File: config.mk
export PLATFORM = sky130hd
export DESIGN_NAME = serial_adder
export DESIGN_NICKNAME = d
export VERILOG_FILES = /design/src/rtl/serial_adder_pkg.sv /design/src/rtl/fullAdder.sv /design/src/rtl/halfAdder.sv /design/src/rtl/serial_adder.sv
export SDC_FILE = /design/constraint.sdc
export NUM_CORES = 1
export LEC_CHECK = 0
export ABC_CLOCK_PERIOD_IN_PS = 1870
export CAP_MARGIN = 20
export CORE_ASPECT_RATIO = 1.1
export CORE_MARGIN = 5
export CORE_UTILIZATION = 44
export DETAILED_ROUTE_END_ITERATION = 7
export PLACE_DENSITY = 0.7
export RECOVER_POWER = 50
export SLEW_MARGIN = 20
export SYNTH_ARGS = -nofsm -noshare
export SYNTH_HDL_FRONTEND = slang
export SYNTH_SLANG_ARGS = --single-unit
File: constraint.sdc
create_clock -name clk -period 1.87 [get_ports clk]
set_input_delay 0.561 -clock clk [delete_from_list [all_inputs] [get_ports clk]]
set_output_delay 0.561 -clock clk [all_outputs]
set_load 0.03 [all_outputs]
File: src/rtl/serial_adder_pkg.sv
// Shared definitions for the bit-serial adder/subtractor: FSM state encodings and default width.
`ifndef SERIAL_ADDER_PKG_SV
`define SERIAL_ADDER_PKG_SV

package serial_adder_pkg;

    localparam int DEFAULT_WIDTH = 32;

    typedef enum logic [1:0] {
        IDLE = 2'd0,
        RUN  = 2'd1,
        DONE = 2'd2
    } state_t;

endpackage

`endif

File: src/rtl/fullAdder.sv
// Single-bit full adder composed of two half adders; the only arithmetic cell in serial_adder.
module fullAdder (
    input  logic a_i,
    input  logic b_i,
    input  logic c_i,
    output logic sum_o,
    output logic c_o
);

    logic ha0_sum;
    logic ha0_c;
    logic ha1_c;

    halfAdder u_ha0 (
        .a_i   (a_i),
        .b_i   (b_i),
        .sum_o (ha0_sum),
        .c_o   (ha0_c)
    );

    halfAdder u_ha1 (
        .a_i   (ha0_sum),
        .b_i   (c_i),
        .sum_o (sum_o),
        .c_o   (ha1_c)
    );

    assign c_o = ha0_c | ha1_c;

endmodule

File: src/rtl/halfAdder.sv
// Single-bit half adder built from gates; the leaf cell of the serial datapath.
module halfAdder (
    input  logic a_i,
    input  logic b_i,
    output logic sum_o,
    output logic c_o
);

    assign sum_o = a_i ^ b_i;
    assign c_o   = a_i & b_i;

endmodule

File: src/rtl/serial_adder.sv
// Bit-serial WIDTH-bit adder/subtractor: one full-adder step per cycle, LSB first, with
// ready/valid handshakes on both sides and carry/overflow/zero/negative status flags.
module serial_adder
    import serial_adder_pkg::*;
#(
    parameter int WIDTH = DEFAULT_WIDTH
) (
    input  logic             clk,
    input  logic             rstN,
    input  logic             inValid,
    output logic             inReady,
    input  logic [WIDTH-1:0] a,
    input  logic [WIDTH-1:0] b,
    input  logic             sub,
    output logic             outValid,
    input  logic             outReady,
    output logic [WIDTH-1:0] result,
    output logic             cOut,
    output logic             overflow,
    output logic             zero,
    output logic             negative
);

    localparam int            CW   = $clog2(WIDTH);
    localparam logic [CW-1:0] LAST = CW'(WIDTH - 1);

    state_t           state_q;
    logic [WIDTH-1:0] op_a_q;
    logic [WIDTH-1:0] op_b_q;
    logic [WIDTH-1:0] result_q;
    logic [CW-1:0]    count_q;
    logic             carry_q;
    logic             cout_q;
    logic             ovf_q;
    logic             zero_q;
    logic             neg_q;
    logic             in_ready_q;
    logic             out_valid_q;

    logic             fa_sum;
    logic             fa_cout;
    logic [WIDTH-1:0] result_d;

    fullAdder u_fa (
        .a_i   (op_a_q[0]),
        .b_i   (op_b_q[0]),
        .c_i   (carry_q),
        .sum_o (fa_sum),
        .c_o   (fa_cout)
    );

    // Sum bits enter at the MSB so after WIDTH steps bit 0 of the answer lands in result[0].
    assign result_d = {fa_sum, result_q[WIDTH-1:1]};

    always_ff @(posedge clk or negedge rstN) begin
        if (!rstN) begin
            state_q     <= IDLE;
            op_a_q      <= '0;
            op_b_q      <= '0;
            result_q    <= '0;
            count_q     <= '0;
            carry_q     <= 1'b0;
            cout_q      <= 1'b0;
            ovf_q       <= 1'b0;
            zero_q      <= 1'b0;
            neg_q       <= 1'b0;
            in_ready_q  <= 1'b1;
            out_valid_q <= 1'b0;
        end else begin
            case (state_q)
                IDLE: begin
                    if (inValid) begin
                        // Subtraction is a + ~b + 1: invert b here, inject the +1 as carry-in.
                        op_a_q     <= a;
                        op_b_q     <= b ^ {WIDTH{sub}};
                        carry_q    <= sub;
                        count_q    <= '0;
                        state_q    <= RUN;
                        in_ready_q <= 1'b0;
                    end
                end
                RUN: begin
                    result_q <= result_d;
                    op_a_q   <= op_a_q >> 1;
                    op_b_q   <= op_b_q >> 1;
                    carry_q  <= fa_cout;
                    count_q  <= count_q + 1'b1;
                    if (count_q == LAST) begin
                        state_q     <= DONE;
                        out_valid_q <= 1'b1;
                        cout_q      <= fa_cout;
                        ovf_q       <= carry_q ^ fa_cout;
                        zero_q      <= (result_d == '0);
                        neg_q       <= fa_sum;
                    end
                end
                DONE: begin
                    if (outReady) begin
                        state_q     <= IDLE;
                        out_valid_q <= 1'b0;
                        in_ready_q  <= 1'b1;
                    end
                end
                default: begin
                    state_q     <= IDLE;
                    out_valid_q <= 1'b0;
                    in_ready_q  <= 1'b1;
                end
            endcase
        end
    end

    assign inReady  = in_ready_q;
    assign outValid = out_valid_q;
    assign result   = result_q;
    assign cOut     = cout_q;
    assign overflow = ovf_q;
    assign zero     = zero_q;
    assign negative = neg_q;

endmodule

* Word level (Yosys, flattened, before mapping) *
Cells that the tools add are included.

storage, ports and cells
  input bits = 69
  register bits after elaboration = 110
  word-level logic and storage cells = 54
  output and inout port bits = 38

operators by class
  multiplexer cells = 18
  bitwise gates (word level) = 9
  eq/ne operators = 6
  $add $sub $neg = 1
  reduce and logical (&&, ||, !) cells = 8

operators by type and width
  cell                   number
  $pmux W32 S2           2
  $mux W32               2
  $logic_not A32 Y1      1
  $xor A32 B32 Y32       1
  $pmux W5 S2            1
  $reduce_and A3 Y1      3
  $mux W2                3
  $ne A2 B2 Y1 const B   3
  $pmux W1 S3            2
  $pmux W2 S3            1
  $add A5 B1 Y5 const B  1
  $eq A5 B5 Y1 const B   1
  $mux W1                5
  $mux W5                1
  $reduce_and A2 Y1      2
  $xor A1 B1 Y1          3
  $and A1 B1 Y1          2
  $eq A2 B1 Y1 const B   1
  $eq A2 B2 Y1 const B   1
  $logic_not A2 Y1       1
  $not A1 Y1             2
  $pmux W1 S2            1
  $reduce_bool A2 Y1     1
  $or A1 B1 Y1           1

* Logic depth before layout (Yosys ltp) *
  word-level depth = 4
  mapped depth = 6

* By module *
Synthesis repeated with hierarchy kept, for this count alone.

unflattened totals
  cell total of the unflattened synthesis = 581
  area, all modules = 5,577.8 um^2

by module, submodules not included
  module        cells each  instances  area each (um^2)
  serial_adder  578         1          5,546.6
  halfAdder     1           2          12.5
  fullAdder     1           1          6.3

* Worst setup path after synthesis *
Ideal clock, no wire load.

  path type = flip-flop to flip-flop
  start point = reg carry_q
  end point = reg zero_q, in the netlist zero
  path slack = 0.325 ns
  path buffers = 0
  cell stages (with the launch flop) = 5
  arrival = 1.450 ns
  period minus slack after synthesis = 1.545 ns
  required time = 1.775 ns
  path through = dfrtp_1 fa_1 nor4_1 nand4_1 o31ai_1

between the ends
  cells in the longest elaborated chain, start to end = 2

RTL lines
  item                    line                text
  from (decl)             serial_adder.sv:32  logic carry_q;
  from (signal assigned)  serial_adder.sv:76  carry_q <= sub;
  from (signal assigned)  serial_adder.sv:86  carry_q <= fa_cout;
  $xor A1 B1 Y1           halfAdder.sv:9      assign sum_o = a_i ^ b_i;
  named net fa_sum        serial_adder.sv:40  logic fa_sum;
  $logic_not A32 Y1       serial_adder.sv:93  zero_q <= (result_d == '0);
  to (signal assigned)    serial_adder.sv:93
  to (decl)               serial_adder.sv:35  logic zero_q;

The timed path passes the listed nets, and every way through them passes these cells.
A chain may end at the register's enable or synchronous reset.

* Worst setup path in the final report *
  start point = reg in_ready_q, in the netlist inReady
  end point = out inReady

RTL lines
  item                    line                 text
  from (decl)             serial_adder.sv:37   logic in_ready_q;
  from (signal assigned)  serial_adder.sv:67   in_ready_q <= 1'b1;
  from (signal assigned)  serial_adder.sv:79   in_ready_q <= 1'b0;
  from (signal assigned)  serial_adder.sv:101  in_ready_q <= 1'b1;
  to (decl)               serial_adder.sv:11   output logic inReady,

No word-level cell between the ends.

==> results.py <==
metrics = {
    "timing": {
        "worstMarginPinSlew_ps": 798,
        "rsz0062_at_grt": "no",
        "fin_worst_skew_ps": 5.73,
        "final.period_utilization": 0.968,
        "min_period_ps": 1810,
        "report.final.slew_viol_count": 0,
        "relSlewSlack": 0.468,
        "setup-violations-final": 0,
        "fmax_mhz": 552,
        "hold_viol": 0,
        "fin_tns_setup_ps": 0,
    },
    "pwr": {
        "power.switching_mw": 4.17,
        "leakagePower_nw": 3.11,
        "p_seq_frac": 0.396,
        "clkPwrFrac": 0.195,
        "powerDensity_nw_per_um2": 1520,
        "p_int_mw": 6.47,
        "vdd_drop_max_uv": 739,
        "power.share.combinational": 0.409,
        "swShare": 0.392,
    },
    "synth": {
        "yosysTopAreaCell": "dfrtp_1",
        "synth_top_cell_area_share": 0.494,
        "ys_seq_elements": 110,
        "synth_area_leaders": "dfrtp_1, nor2b_1, nand2_1",
        "synth_fp_nets": 655,
        "yosysWarnings": 0,
        "synth_cell_types": 32,
        "avgSynthCellArea_um2": 9.48,
        "syn-cell-area_um2": 5530,
        "synth_seq_area_share": 0.498,
        "syn_inst": 583,
    },
    "critical_path": {
        "cp.required_ps": 1310,
        "path_class": "register to output port",
        "r2r-start": "state_q[1]",
        "rrSetupSlack_ps": 160,
        "path_buf_inv": 1,
        "path_delay_family": "flip-flops",
        "rr_endpoint": "op_b_q[15]",
        "arrival_ps": 1250,
        "crit_path_start_kind": "register",
        "cp_slowest_cell": "dfstp_2",
        "cp-end-kind": "output port",
        "cp_cell_sequence": "clkdlybuf4s15_1",
        "crit_fanout": 3,
        "cp_slowest_stage_delay_ps": 540,
        "reg2regPathDepth": 3,
    },
    "grt": {
        "grt_start_max_net_pins": 50,
        "antenna_found_initial": 0,
        "grt_pass1_vias": 4552,
        "grt-ovfl-total": 0,
        "grt_pass1_wl_mm": 22.0,
        "grt_usage": 0.182,
    },
    "route": {
        "highest_layer": "met4",
        "drt_iter0_drc": 351,
        "wl_mm": 13.2,
        "wl_per_cell_um": 15.8,
        "drt-met1-wl_mm": 5.90,
        "ant_nets": 0,
        "met3_length_um": 593,
        "dr.pass1.iters": 4,
        "met2WireLength_mm": 6.50,
        "vias": 4549,
        "vias_per_cell": 5.46,
        "post-route-drc-count": 0,
    },
    "final_layout": {
        "finalNetCount": 743,
        "final_common_cell": "dfrtp_1",
        "area_growth_pct": 26.2,
        "n_antenna_cell": 0,
        "drive_above_1_share": 0.0680,
        "mostFrequentLayoutCells": "dfrtp_1, nand2_1, a21oi_1, nor2b_1, clkdlybuf4s50_1",
        "finalNonFillerCells": 833,
    },
    "place": {
        "port_buffers": 106,
        "hpwlAfterDp_mm": 9.00,
        "dp.cells": 817,
        "place.gp.congestion": 0.832,
    },
    "clocking": {
        "ctsLongestPathBuffers": 2,
        "cts_setup_buffers": 0,
        "root_buffer": "clkbuf_16",
        "cts_tree": "done",
        "cts.sinks": 110,
        "clk_pin_slew_ps": 70,
        "cts_buffers": 9,
        "holdBufCountCts": 0,
        "htreeDepth": 3,
        "clock_latency_ps": 340,
    },
    "min_path": {
        "min_path_type": "input port to asynchronous set/reset pin",
    },
    "run_status": {
        "status": "finished clean",
    },
    "job": {
        "max_cap_viol_count": 0,
    },
    "die": {
        "fp.dieW_um": 117,
        "rows": 43,
        "io_pins": 107,
        "die_h_um": 128,
        "core_um2": 12500,
        "initial_core_util": 0.443,
        "dieArea_um2": 14900,
    },
}
-- cells by family after synthesis --
kind of cell	share of synthesized area
AND/OR/NAND/NOR	0.172
AO/OA/AOI/OAI	0.210
flip-flops	0.498
buffers and inverters	0.0516
XOR/XNOR	0.0523
multiplexers	0.00815
adder cells (fa/ha/maj)	0.00815
-- metal layers --
layer | track usage | vias up
met1 | 0.242 | 2215
li1 | - | 2190
met5 | 0 | -
met4 | 0.0628 | 0
met3 | 0.0270 | 17
met2 | 0.301 | 127
-- repair_timing --
item | in CTS | in global routing
endpoints found under the setup margin | 38 | 1
gates resized for setup | 38 | 1
pin swaps | 0 | 0
-- worst max-delay path by stage --
stage	cells after the start	start	to	slack (ps)
3_3_place_gp	1	inReady	inReady	120
3_5_place_dp	1	inReady	inReady	120
2_1_floorplan	4	carry_q	zero	320
5_1_grt	4	carry_q	zero	8
6_report	1	inReady	inReady	60
4_1_cts	1	inReady	inReady	6
-- metrics by stage --
stage	hold slack (ps)	setup WS, ps	area (µm²)	utilization	total power [mW]
final	283	59.0	6980	0.559	10.6
after CTS	161	5.50	7010	0.561	10.8
after global routing	349	8.04	6980	0.559	11.4
after global placement	460	118	6730	0.539	8.66
after floorplan	265	325	5530	-	7.32
after detailed placement	471	117	6730	0.539	8.90
-- cell usage after synthesis --
master / instances
fa_1: 1
a22o_1: 4
buf_2: 15
a21oi_1: 67
o22a_1: 16
o31ai_1: 1
nand3b_4: 1
o21ai_1: 54
clkbuf_1: 15
buf_1: 3
ha_1: 2
o21bai_2: 1
dfstp_2: 1
mux2_1: 2
dfrtp_1: 109
nand3_1: 1
mux2_2: 2
nor2_1: 7
nand2_1: 102
buf_4: 8
nand4_1: 2
xnor2_1: 16
inv_1: 1
buf_6: 7
and2b_1: 1
xor2_1: 17
nor4_1: 8
nand2b_1: 2
and3_1: 1
nor2b_1: 67
a22oi_1: 48
nor2_2: 1
-- registers in the layout, indices dropped and copies added, names as in the netlist, 2 cells and up --
signal	cells
op_a_q	32
op_b_q	32
result	32
count_q	5
state_q	2
-- power groups by stage --
stage	registers [mW]	logic, mW	clock network [mW]
final	4.21	4.35	2.07
after global routing	4.35	4.87	2.19
after CTS	4.20	4.42	2.13
after detailed placement	4.26	4.64	0
after global placement	4.19	4.48	0
after floorplan	4.70	2.62	0
-- layout make-up --
type,count,area [µm²]
Sequential cell,110,2760
Timing Repair Buffer,125,1200
Fill cell,1129,5510
Tap cell,157,196
Clock buffer,11,243
Inverter,1,3.75
Clock inverter,5,81.3
Multi-Input combinational cell,424,2500
Power figures use the tool's default switching activity.
